`src/rtl/sergen_pkg.sv`:
```
// sergen_pkg: shared types and constants for the multi-channel serial stimulus generator
package sergen_pkg;

    typedef enum logic [1:0] {
        SG_LFSR = 2'd0,
        SG_RAMP = 2'd1,
        SG_EXT  = 2'd2,
        SG_RSVD = 2'd3
    } sg_mode_e;

    // Right-shifting Galois mask for x^32+x^22+x^2+x+1
    localparam logic [31:0] SG_LFSR_TAPS    = 32'h8020_0003;
    localparam logic [31:0] SG_DEFAULT_SEED = 32'hACE1_2468;

    function automatic int clog2(input int v);
        int r;
        r = 0;
        while ((1 << r) < v) r++;
        return r;
    endfunction

endpackage

```
`src/rtl/sergen_lfsr.sv`:
```
// sergen_lfsr: 32-bit Galois LFSR that emits its LSB and advances only on request
module sergen_lfsr
    import sergen_pkg::*;
#(
    parameter logic [31:0] SEED = SG_DEFAULT_SEED
) (
    input  logic sclk,
    input  logic rstn,
    input  logic restart,
    input  logic adv,
    output logic bout
);

    logic [31:0] lfsr;

    assign bout = lfsr[0];

    // Shift right, folding the taps back in when the outgoing bit is 1
    always_ff @(posedge sclk or negedge rstn) begin
        if (!rstn)
            lfsr <= SEED;
        else if (restart)
            lfsr <= SEED;
        else if (adv)
            lfsr <= {1'b0, lfsr[31:1]} ^ (lfsr[0] ? SG_LFSR_TAPS : 32'h0);
    end

endmodule

```
`src/rtl/sergen_mc.sv`:
```
// sergen_mc: TDM serial frame generator (LFSR / ramp / external words); SERGEN_MC_PARITY_EN puts even parity in the last pad bit of each slot
module sergen_mc
    import sergen_pkg::*;
#(
    parameter int          WORD_W    = 16,
    parameter int          SLOT_W    = 32,
    parameter int          NUM_CH    = 2,
    parameter logic [31:0] LFSR_SEED = SG_DEFAULT_SEED
) (
    input  logic                     sclk,
    input  logic                     rstn,
    input  logic                     enable,
    input  logic [1:0]               mode,
    input  logic [NUM_CH*WORD_W-1:0] s_data,
    input  logic                     s_valid,
    output logic                     s_ready,
    output logic                     sdata,
    output logic                     sfs,
    output logic [15:0]              frame_cnt,
    output logic                     underrun
);

    localparam int N  = NUM_CH * SLOT_W;
    localparam int BW = NUM_CH * WORD_W;
    localparam int CW = clog2(N) > 0 ? clog2(N) : 1;
    localparam int IW = clog2(BW) > 0 ? clog2(BW) : 1;

    typedef enum logic {IDLE, RUN} state_e;

    state_e          state;
    sg_mode_e        mode_q;
    logic [CW-1:0]   bit_cnt;
    logic [BW-1:0]   fbuf, nbuf;
    logic [WORD_W-1:0] ramp;
    logic [IW-1:0]   idx;
    int              slot_i, pos_i;
    logic            last, load, is_data, dbit, obit, lbit, adv;

    assign last    = bit_cnt == CW'(N - 1);
    assign load    = enable && (state == IDLE || last);
    assign s_ready = rstn && load && mode == SG_EXT;
    assign adv     = state == RUN && mode_q == SG_LFSR && is_data;

    sergen_lfsr #(.SEED(LFSR_SEED)) u_lfsr (
        .sclk    (sclk),
        .rstn    (rstn),
        .restart (1'b0),
        .adv     (adv),
        .bout    (lbit)
    );

    // Locate the current bit within its slot and pick the word bit, MSB first
    always_comb begin
        slot_i  = int'(bit_cnt) / SLOT_W;
        pos_i   = int'(bit_cnt) % SLOT_W;
        is_data = pos_i < WORD_W;
        idx     = is_data ? IW'(slot_i * WORD_W + WORD_W - 1 - pos_i) : '0;
        dbit    = mode_q == SG_LFSR ? lbit : fbuf[idx];
    end

    // Next frame contents; LFSR and reserved modes leave the buffer zero
    always_comb begin
        nbuf = '0;
        for (int c = 0; c < NUM_CH; c++)
            nbuf[c*WORD_W +: WORD_W] = mode == SG_RAMP ? ramp + WORD_W'(c) :
                                       (mode == SG_EXT && s_valid) ? s_data[c*WORD_W +: WORD_W] : '0;
    end

`ifdef SERGEN_MC_PARITY_EN
    logic par;

    if (SLOT_W <= WORD_W) begin : g_bad_slot
        $error("sergen_mc: parity needs SLOT_W > WORD_W");
    end

    // Running even parity of the data bits already sent in this slot
    always_ff @(posedge sclk or negedge rstn) begin
        if (!rstn)
            par <= 1'b0;
        else if (state == RUN && is_data)
            par <= pos_i == 0 ? dbit : par ^ dbit;
    end

    assign obit = is_data ? dbit : (pos_i == SLOT_W - 1) && par;
`else
    assign obit = is_data && dbit;
`endif

    // Frame sequencer: load at frame boundaries, shift one bit per sclk, stop only at frame end
    always_ff @(posedge sclk or negedge rstn) begin
        if (!rstn) begin
            state     <= IDLE;
            mode_q    <= SG_LFSR;
            bit_cnt   <= '0;
            fbuf      <= '0;
            ramp      <= '0;
            sdata     <= 1'b0;
            sfs       <= 1'b0;
            frame_cnt <= 16'd0;
            underrun  <= 1'b0;
        end else begin
            sdata    <= state == RUN && obit;
            sfs      <= state == RUN && bit_cnt == '0;
            underrun <= load && mode == SG_EXT && !s_valid;
            bit_cnt  <= load ? '0 : state == RUN ? bit_cnt + 1'b1 : bit_cnt;
            state    <= load ? RUN : last ? IDLE : state;
            if (load) begin
                mode_q    <= sg_mode_e'(mode);
                fbuf      <= nbuf;
                frame_cnt <= frame_cnt + 16'd1;
                if (mode == SG_RAMP)
                    ramp <= ramp + 1'b1;
            end
        end
    end

endmodule

```
`config.mk`:
```
export PLATFORM = sky130hd
export DESIGN_NAME = sergen_mc
export DESIGN_NICKNAME = d
export VERILOG_FILES = /design/src/rtl/sergen_pkg.sv /design/src/rtl/sergen_lfsr.sv /design/src/rtl/sergen_mc.sv
export SDC_FILE = /design/constraint.sdc
export NUM_CORES = 1
export LEC_CHECK = 0
export CORE_MARGIN = 2
export CORE_UTILIZATION = 60
export DETAILED_ROUTE_END_ITERATION = 8
export DONT_BUFFER_PORTS = 1
export MAX_ROUTING_LAYER = met4
export PLACE_DENSITY_LB_ADDON = 0.1
export SYNTH_ARGS = -nofsm -noshare
export SYNTH_HDL_FRONTEND = slang
export SYNTH_SLANG_ARGS = --single-unit
```
`constraint.sdc`:
```
create_clock -name sclk -period 2.2 [get_ports sclk]
set_input_delay 0 -clock sclk [delete_from_list [all_inputs] [get_ports sclk]]
set_output_delay 0 -clock sclk [all_outputs]
set_load 0.01 [all_outputs]
```
==> flow_summary.yaml, run 1 <==
die:
  floorplan.core_area_um2: 8590
  floorplan.initialDensity_pct: 60.7
  top_level_ports: 58
  die_height_um: 97.3
  die_w_um: 97.3
  num_rows: 34
  dieArea_um2: 9460
clock_tree:
  cts.htree.levels: 3
  cts_tree: "done"
  clock_latency_ns: 0.38
  path_clk_slew_ns: 0.11
  clockBufferDepth: 2
  clock-root-buffer: "clkbuf_8"
  hold_buffers: 36
  cts_made_buffers: 9
  tritoncts_num_sinks: 108
setup_path:
  cp_data_arrival_time_ns: 2.11
  critical_path_cell_count: 6
  reg2regPathDepth: 6
  worst_path_max_delay_cell: "dfrtp_1"
  path_cells: "ha_2, nand2_2, o21a_1, nor2_2, buf_12, and4b_1"
  critical_path_peak_fanout: 31
  timing_worst_setup_path_type: "reg2out"
  critical_path_required_ns: 2.20
  critPathMaxStageDelay_ns: 0.46
  critPathBufInv: 1
  end_kind: "output port"
  cp_top_family: "simple AND/OR/NAND/NOR gates"
  cp-start-kind: "flop"
grt:
  antenna_found_initial: 0
  grt_start_max_net_pins: 110
  residual_overflow_from_global_routing: 0
  global_route.usage.total_pct: 26.4
  first_pass_grt_wire_length_um: 19500
  first_global_vias: 3878
sta:
  timing.final.max_slew_violations: 0
  post-route-min-period_ns: 2.11
  final.setup_skew_ns: 0.0141
  max_clock_freq_ghz: 0.475
  slew_headroom_pct: 71.3
  finalHoldViolations: 108
  setup_ws_ns: 0.0926
  post_route_fraction_of_the_period_consumed_by_the_critical_path_pct: 95.8
  fin_hold_ws_ns: -0.690
  slew_at_the_pin_closest_to_its_max_slew_limit_ns: 0.426
  totalNegativeSetupSlack_ns: 0
  setup_viol: 0
placed_design:
  dpl_ws_ns: 0.243
  numPlacedInstances: 587
  gp_congestion: 0.950
  port_buffers: 0
  dp_hpwl_um: 7530
  dpl_cell_area_um2: 5300
pwr:
  p_per_area_nw_per_um2: 1090
  leakage_nw: 2.61
  intPower_mw: 4.23
  p_comb_share_pct: 30.4
  peakVddDrop_v: 0.000468
  net-switching-power_mw: 2.19
  p_seq_share_pct: 49.5
  fraction_of_power_spent_switching_nets_pct: 34.2
  p_clk_share_pct: 20.1
logic_synthesis:
  postSynthNetCount: 541
  synth_area_per_inst_um2: 10.5
  synthFlopType: "dfrtp_1"
  synth_edf_count: 0
  ys_seq_area_share_pct: 52.1
  ys_seq_elements: 108
  mappedNetlistArea_um2: 5220
  syn-instance-count: 499
  async_flop_share_pct: 100
  synth_warnings: 0
  synth_cell_type_count: 53
min_path:
  holdCritPathClass: "in2async"
cells_and_area:
  layout-area-overhead-vs-synth_pct: 12.9
  fin_area_um2: 5890
  final_cell_mix: "dfrtp_1, nor2_1, nand2_1, dlygate4sd3_1, mux2_2"
  layout.cells.most_common: "dfrtp_1"
  drive_above_1_share_pct: 15.6
  antenna-diode-count: 0
  nFillCells: 683
  final_net_count: 568
  layout.cells.non_filler: 639
run_status:
  run_status: "finished, violations left"
  failing_checks: "hold timing"
drt:
  via_per_inst: 6.03
  postRouteWirelength_um: 11600
  detail_route.iter0.violations: 259
  detailedRoute.firstPassIterationCount: 5
  detail_route.drc_violations: 0
  antenna_violating_nets_post_route: 0
  overall_via_count_from_detail_route: 3856
  post_drt_wl_per_cell_um: 18.1
run:
  max_cap_violations: 0
-- flip-flops by register name (all words and copies together), names as in the netlist --
name and cells:
bit_cnt 6, fbuf 32, frame_cnt 16, mode_q 2
ramp 16, sdata 1, sfs 1, state 1
u_lfsr.lfsr 32, underrun 1
-- final cells by class --
cell class | count | area (um^2) | area share [%]
clock inverters | 7 | 92.6 | 1.57
inverters | 8 | 30.0 | 0.509
well taps | 108 | 135 | 2.29
multi-input cells | 353 | 2330 | 39.6
flip-flops and latches | 108 | 2720 | 46.1
clock buffers | 9 | 124 | 2.10
repair buffers | 46 | 460 | 7.81
-- cells by family (layout without fill, tap and decap cells) --
kind of cell / count (synthesis) / count (layout) / synth area share (%)
AO/OA/AOI/OAI: 76 / 76 / 10.4
buffers and inverters: 38 / 70 / 3.40
multiplexers: 36 / 36 / 7.65
flip-flops: 108 / 108 / 52.1
adder cells (fa/ha/maj): 4 / 4 / 0.959
XOR/XNOR: 48 / 48 / 8.06
AND/OR/NAND/NOR: 189 / 189 / 17.5
-- through the flow --
stage | util, % | power [mW]
floorplan | - | 4.60
finish | 68.6 | 6.42
global placement | 61.7 | 5.01
global route | 68.6 | 6.84
detailed placement | 61.7 | 5.08
CTS | 68.4 | 6.42
-- path summary, 6_finish.rpt --
kind	slack [ns]	from	endpoint
setup reg to reg	0.20	ramp[0]$_DFFE_PN0P_	fbuf[26]$_DFFE_PN0P_
max in group asynchronous	2.67	rstn	u_lfsr.lfsr[5]$_DFFE_PN1P_
hold / removal	-0.69	rstn	fbuf[8]$_DFFE_PN0P_
hold reg to reg	0.50	fbuf[15]$_DFFE_PN0P_	fbuf[15]$_DFFE_PN0P_
setup / recovery	0.09	bit_cnt[1]$_DFFE_PN0P_	s_ready
min in group sclk	0.03	enable	bit_cnt[3]$_DFFE_PN0P_
-- layer usage --
layer / track usage, % / part of all wire [%] / routed length [um] / vias to the layer above
met3: 5.47 / 5.6 / 647 / 31
li1: - / - / - / 1794
met4: 9.29 / 2.3 / 263 / 0
met1: 36.6 / 44 / 5130 / 1900
met5: - / 0 / 0 / -
met2: 39.3 / 48 / 5550 / 131
-- worst register-to-register path: stages (launching register included) --
cell	delay, ns
dfrtp_1	0.50
ha_1	0.34
inv_1	0.12
nor4_1	0.44
xor2_1	0.14
a221oi_1	0.26
nor2_1	0.08
-- cell usage after synthesis, types with 3 or more instances --
cell / number / area (um^2)
inv_1: 7 / 26.3
a21oi_1: 15 / 75.1
dfrtp_1: 95 / 2380
and2_1: 3 / 18.8
buf_4: 4 / 30.0
clkbuf_1: 10 / 37.5
xor2_1: 18 / 158
nor2b_1: 3 / 18.8
ha_1: 4 / 50.1
and3_1: 3 / 18.8
mux2i_1: 5 / 50.1
nor2_1: 80 / 300
mux2_2: 31 / 349
xnor2_1: 30 / 263
nand2b_1: 4 / 25.0
nand4_1: 8 / 50.1
nand2_1: 45 / 169
nand3_1: 15 / 75.1
a221oi_1: 28 / 245
dfstp_2: 13 / 342
nor4_1: 3 / 18.8
buf_2: 14 / 70.1
nor3_1: 8 / 40.0
o21ai_0: 15 / 75.1
-- power by group through the flow --
stage,clock network [mW],logic (mW),registers (mW)
finish,1.29,1.95,3.18
global route,1.39,2.19,3.26
CTS,1.31,1.93,3.17
detailed placement,0,1.87,3.22
global placement,0,1.82,3.19
floorplan,0,1.63,2.97
-- what timing repair did --
item,4_1_cts,5_1_grt
setup endpoints to repair,0,1
buffers inserted,0,0
hold endpoints to repair,149,108
gates resized for setup,0,4
(Power assumes the default switching activity.)
==> run 2, diff against run 1 <==
==> constraint.sdc (replaced) <==
create_clock -name sclk -period 1.95 [get_ports sclk]
set_input_delay 0 -clock sclk [delete_from_list [all_inputs] [get_ports sclk]]
set_output_delay 0 -clock sclk [all_outputs]
set_load 0.005 [all_outputs]
==> run 2 against run 1 <==
  * Critical endpoint unchanged
  * Flip-flop and latch count unchanged
  * The run still ends with hold timing left
  * Worst setup slack got worse by 0.0064 ns
  * Sequential share of layout area decreased by 1.2 points
  * Critical path depth unchanged
==> flow_summary.yaml, run 2 (same netlist as run 1, synthesis figures left out) <==
drt:
  antenna_violating_nets_post_route: 0
  detailedRoute.firstPassIterationCount: 5
  detail_route.drc_violations: 0
  via_per_inst: 5.94
  detail_route.iter0.violations: 274
  postRouteWirelength_um: 11900
  overall_via_count_from_detail_route: 3850
  post_drt_wl_per_cell_um: 18.4
clock_tree:
  clock_latency_ns: 0.37
  hold_buffers: 36
  cts_setup_buffers: 0
  cts_tree: "done"
  clock-root-buffer: "clkbuf_8"
  cts_made_buffers: 9
  path_clk_slew_ns: 0.11
  cts.htree.levels: 3
  tritoncts_num_sinks: 108
  clockBufferDepth: 2
grt:
  residual_overflow_from_global_routing: 0
  grt.busiest_layer: "met2"
  antenna_found_initial: 0
  grt_start_max_net_pins: 110
  first_global_vias: 3820
  globalRouteMet3Util_pct: 5.11
  global_route.usage.total_pct: 26.9
  grt_util_met1_pct: 37.7
  groute.layer.met2.usage_pct: 41.7
  first_pass_grt_wire_length_um: 19700
sta:
  slew_headroom_pct: 71.2
  setup_ws_ns: 0.0862
  post_route_fraction_of_the_period_consumed_by_the_critical_path_pct: 95.6
  timing.final.max_slew_violations: 0
  finalHoldViolations: 108
  grt_setup_unrepaired: "true"
  max_clock_freq_ghz: 0.537
  setup_viol: 0
  fin_hold_ws_ns: -0.681
  slew_at_the_pin_closest_to_its_max_slew_limit_ns: 0.431
  post-route-min-period_ns: 1.86
  final.setup_skew_ns: 0.0130
pwr:
  p_per_area_nw_per_um2: 1230
  net-switching-power_mw: 2.45
  p_clk_share_pct: 20.8
  p_comb_share_pct: 32.4
  leakage_nw: 2.68
  fraction_of_power_spent_switching_nets_pct: 33.0
  p_seq_share_pct: 46.8
  peakVddDrop_v: 0.000651
  intPower_mw: 4.99
  design_power_total_mw: 7.44
setup_path:
  timing.reg2reg.setup_slack_ns: 0.10
  reg2regPathDepth: 6
  critical_path_peak_fanout: 16
  timing_worst_setup_path_type: "reg2out"
  cp-start-kind: "flop"
  worstReg2RegEnd: "fbuf[26]$_DFFE_PN0P_"
  critPathMaxStageDelay_ns: 0.38
  end_kind: "output port"
  path_cells: "ha_2, nand2_2, o21a_1, nor2_4, buf_12, and4b_1"
  cp_data_arrival_time_ns: 1.86
  critPathBufInv: 1
  crit_path_start: "bit_cnt[1]$_DFFE_PN0P_"
  crit-reg2reg-launch: "ramp[1]$_DFFE_PN0P_"
  critical_path_required_ns: 1.95
  worst_path_max_delay_cell: "dfrtp_1"
  cp_top_family: "simple AND/OR/NAND/NOR gates"
cells_and_area:
  antenna-diode-count: 0
  final_net_count: 577
  fin_area_um2: 6060
  layout.cells.most_common: "dfrtp_1"
  drive_above_1_share_pct: 18.1
  final_cell_mix: "dfrtp_1, nor2_1, nand2_1, dlygate4sd3_1, mux2_2"
  biggestRegsByFlops: "fbuf: 32 flops, u_lfsr.lfsr: 32 flops"
  layout-area-overhead-vs-synth_pct: 16.0
placed_design:
  dpl_ws_ns: 0.123
  port_buffers: 0
  dpl_cell_area_um2: 5390
  dp_hpwl_um: 7700
  gp_congestion: 0.992
min_path:
  holdCritPathClass: "in2async"
run_status:
  run_status: "finished, violations left"
  failing_checks: "hold timing"
die:
  die_w_um: 97.3
  top_level_ports: 58
  die_height_um: 97.3
  floorplan.initialDensity_pct: 60.7
  num_rows: 34
  dieArea_um2: 9460
  floorplan.core_area_um2: 8590
run:
  max_cap_violations: 0
-- run 2: cell count changes in the layout (fill, tap and decap cells not counted), moves of 2 or more --
cell    change
buf_4       +6
nor3_1      -2
buf_12      +2
nor3_2      +2
-- run 2: cell type report --
type                            count  area, um^2
Sequential cell                   108        2720
Fill cell                         639        2540
Multi-Input combinational cell    353        2360
Timing Repair Buffer               55         578
Tap cell                          108         135
Clock buffer                        9         124
Clock inverter                      7         105
Inverter                            8        30.0
-- run 2: worst register-to-register path: stages (launching register included) --
cell and delay [ns]:
dfrtp_1 0.45, ha_1 0.30, inv_1 0.12, nor4_2 0.38, xor2_1 0.13, a221oi_1 0.28, nor2_1 0.08
-- run 2: metal layers --
layer	vias to the layer above	share of wire, %	wire, um
met3	18	4.3	511
li1	1810	-	-
met2	106	48	5720
met4	0	1.5	178
met5	-	0	0
met1	1916	46	5520
-- run 2: worst max-delay path by stage --
stage          cells past startpoint  slack [ns]              endpoint
3_5_place_dp                       6        0.12  fbuf[26]$_DFFE_PN0P_
5_1_grt                            5      -0.009  fbuf[27]$_DFFE_PN0P_
6_report                           6        0.09               s_ready
4_1_cts                            6        0.04               s_ready
3_3_place_gp                       6        0.11       sdata$_DFF_PN0_
2_1_floorplan                      6        0.31  fbuf[26]$_DFFE_PN0P_
-- run 2: per-stage QoR --
| stage | util, % | cells | TNS [ns] |
|---|---|---|---|
| 2_1_floorplan | - | 499 | 0 |
| 3_3_place_gp | 62.7 | 595 | 0 |
| 3_5_place_dp | 62.7 | 595 | 0 |
| 4_1_cts | 70.1 | 648 | 0 |
| 5_1_grt | 70.5 | 648 | -0.0113 |
| 6_report | 70.5 | 648 | 0 |
-- run 2: power by group through the flow --
stage | sequential [mW] | clock, mW | combinational (mW)
after floorplan | 3.34 | 0 | 1.84
after global placement | 3.50 | 0 | 2.28
after detailed placement | 3.53 | 0 | 2.32
after CTS | 3.48 | 1.58 | 2.41
after global routing | 3.56 | 1.67 | 2.69
final | 3.48 | 1.55 | 2.41
-- run 2: timing repair --
action,in CTS,in global routing
gates resized for setup,4,7
cloned,1,0
endpoints found under the setup margin,1,10
pin swaps,0,0
hold endpoints to repair,153,108
==> run 3, diff against run 2 <==
--- a/config.mk
+++ b/config.mk
@@ -5,7 +5,8 @@
 export SDC_FILE = /design/constraint.sdc
 export NUM_CORES = 1
 export LEC_CHECK = 0
-export CORE_MARGIN = 2
+export ABC_CLOCK_PERIOD_IN_PS = 1950
+export CORE_MARGIN = 5
 export CORE_UTILIZATION = 60
 export DETAILED_ROUTE_END_ITERATION = 8
 export DONT_BUFFER_PORTS = 1
==> run 3 against run 2 <==
  * The run still ends with hold timing left
  * Wire length decreased by 0.66%
  * Worst setup slack gained 0.019 ns
  * Clock-buffer cell count is the same
  * Maximum frequency increased by 1.0%
  * Non-clock buffer count increased by 3
  * Sequential share of layout area fell by 0.12 points
  * Core utilization is 0.25 points higher
  * Largest power group unchanged
  * Flip-flop and latch count unchanged
  * Power about the same
==> flow_summary.yaml, run 3 (same netlist as run 1, synthesis figures left out) <==
run_status:
  run_status: "finished, violations left"
  failing_checks: "hold timing"
cells_and_area:
  final_cell_mix: "dfrtp_1, nor2_1, nand2_1, dlygate4sd3_1, mux2_2"
  drive_above_1_share_pct: 19.2
  antenna-diode-count: 0
  layout.cells.most_common: "dfrtp_1"
  layout.core_utilization_pct: 70.7
  final_net_count: 580
  layout-area-overhead-vs-synth_pct: 16.4
  biggestRegsByFlops: "fbuf: 32 flops, u_lfsr.lfsr: 32 flops"
  layout.cells.non_filler: 651
  fin_area_um2: 6080
setup_path:
  end_kind: "output port"
  path_cells: "ha_4, nand2_2, o21a_2, nor2_4, buf_12, and4b_1"
  timing_worst_setup_path_type: "reg2out"
  worstReg2RegEnd: "fbuf[23]$_DFFE_PN0P_"
  critPathMaxStageDelay_ns: 0.41
  critPathBufInv: 1
  cp_data_arrival_time_ns: 1.84
  crit-reg2reg-launch: "ramp[4]$_DFFE_PN0P_"
  worst_path_max_delay_cell: "dfrtp_1"
  critical_path_peak_fanout: 16
  cp-start-kind: "flop"
  cp_top_family: "simple AND/OR/NAND/NOR gates"
  critical_path_required_ns: 1.95
  timing.reg2reg.setup_slack_ns: 0.15
  reg2regPathDepth: 5
sta:
  setup_viol: 0
  grt_setup_unrepaired: "false"
  post-route-min-period_ns: 1.84
  max_clock_freq_ghz: 0.542
  final.setup_skew_ns: 0.0172
  timing.final.max_slew_violations: 0
  totalNegativeSetupSlack_ns: 0
  fin_hold_ws_ns: -0.683
  finalHoldViolations: 108
  setup_ws_ns: 0.106
  slew_headroom_pct: 72.1
  slew_at_the_pin_closest_to_its_max_slew_limit_ns: 0.416
  post_route_fraction_of_the_period_consumed_by_the_critical_path_pct: 94.6
grt:
  grt_start_max_net_pins: 110
  grt.busiest_layer: "met2"
  first_pass_grt_wire_length_um: 20000
  residual_overflow_from_global_routing: 0
  global_route.usage.total_pct: 24.9
  groute.layer.met2.usage_pct: 39.0
  first_global_vias: 3895
  antenna_found_initial: 0
  globalRouteMet3Util_pct: 4.69
  grt_util_met1_pct: 33.7
pwr:
  p_seq_share_pct: 47.1
  leakage_nw: 2.69
  net-switching-power_mw: 2.45
  fraction_of_power_spent_switching_nets_pct: 33.0
  p_comb_share_pct: 32.3
  p_per_area_nw_per_um2: 1230
  peakVddDrop_v: 0.000580
  design_power_total_mw: 7.45
  p_clk_share_pct: 20.6
  intPower_mw: 4.99
placed_design:
  dpl_ws_ns: 0.108
  numPlacedInstances: 597
  dp_hpwl_um: 7880
  dpl_cell_area_um2: 5390
  gp_congestion: 0.888
  port_buffers: 0
die:
  die_height_um: 103
  die_w_um: 103
  dieArea_um2: 10700
  top_level_ports: 58
  floorplan.initialDensity_pct: 60.7
  num_rows: 34
  floorplan.core_area_um2: 8590
drt:
  detail_route.drc_violations: 0
  detail_route.iter0.violations: 244
  antenna_violating_nets_post_route: 0
  overall_via_count_from_detail_route: 3892
  postRouteWirelength_um: 11900
  detailedRoute.firstPassIterationCount: 4
  via_per_inst: 5.98
  post_drt_wl_per_cell_um: 18.2
clock_tree:
  cts_tree: "done"
  cts_made_buffers: 9
  clock-root-buffer: "clkbuf_8"
  hold_buffers: 36
  clockBufferDepth: 2
  cts.htree.levels: 3
  clock_latency_ns: 0.37
  tritoncts_num_sinks: 108
  path_clk_slew_ns: 0.11
run:
  max_cap_violations: 0
min_path:
  holdCritPathClass: "in2async"
-- run 3: changes by cell type in the layout (fill, tap and decap cells not counted), sizes merged --
| cell | before | now |
|---|---|---|
| buf | 18 | 21 |
-- run 3: power groups by stage --
stage                     clock, mW  combinational (mW)  sequential [mW]
after floorplan                   0                1.84             3.34
after global placement            0                2.24             3.51
after detailed placement          0                2.29             3.55
after CTS                      1.58                2.39             3.50
after global routing           1.66                2.69             3.60
final                          1.53                2.40             3.51
-- run 3: area by class of cell --
| class | instances | area [um^2] |
|---|---|---|
| fillers | 628 | 2520 |
| inverters | 8 | 33.8 |
| clock inverters | 7 | 106 |
| multi-input cells | 353 | 2370 |
| flip-flops and latches | 108 | 2720 |
| repair buffers | 58 | 588 |
| clock buffers | 9 | 124 |
| well taps | 108 | 135 |
-- run 3: worst register-to-register path, cell delays in order, from the launching register on --
cell and delay [ns]:
dfrtp_1 0.51, nand4_4 0.23, nor3_1 0.33, xor2_1 0.16, a221oi_1 0.36, nor2_1 0.08
-- run 3: worst max-delay path by stage --
stage / startpoint / endpoint / slack (ns) / depth (start not counted)
6_report: bit_cnt[1]$_DFFE_PN0P_ / s_ready / 0.11 / 6
5_1_grt: bit_cnt[1]$_DFFE_PN0P_ / s_ready / 0.009 / 6
4_1_cts: bit_cnt[0]$_DFFE_PN0P_ / s_ready / 0.03 / 6
3_5_place_dp: ramp[2]$_DFFE_PN0P_ / fbuf[27]$_DFFE_PN0P_ / 0.11 / 5
3_3_place_gp: ramp[3]$_DFFE_PN0P_ / fbuf[27]$_DFFE_PN0P_ / 0.14 / 5
2_1_floorplan: ramp[0]$_DFFE_PN0P_ / fbuf[26]$_DFFE_PN0P_ / 0.31 / 6
-- run 3: timing repair --
item                                    4_1_cts  5_1_grt
endpoints found under the setup margin        1        7
gates resized for setup                       5       10
hold endpoints to repair                    153      108
buffers inserted                              0        1
cloned                                        1        0
pin swaps                                     0        2
-- run 3: metal layers --
layer,part of all wire [%],vias to the layer above
met4,1.8,0
li1,-,1818
met3,5.4,24
met2,49,134
met5,0,-
met1,44,1916
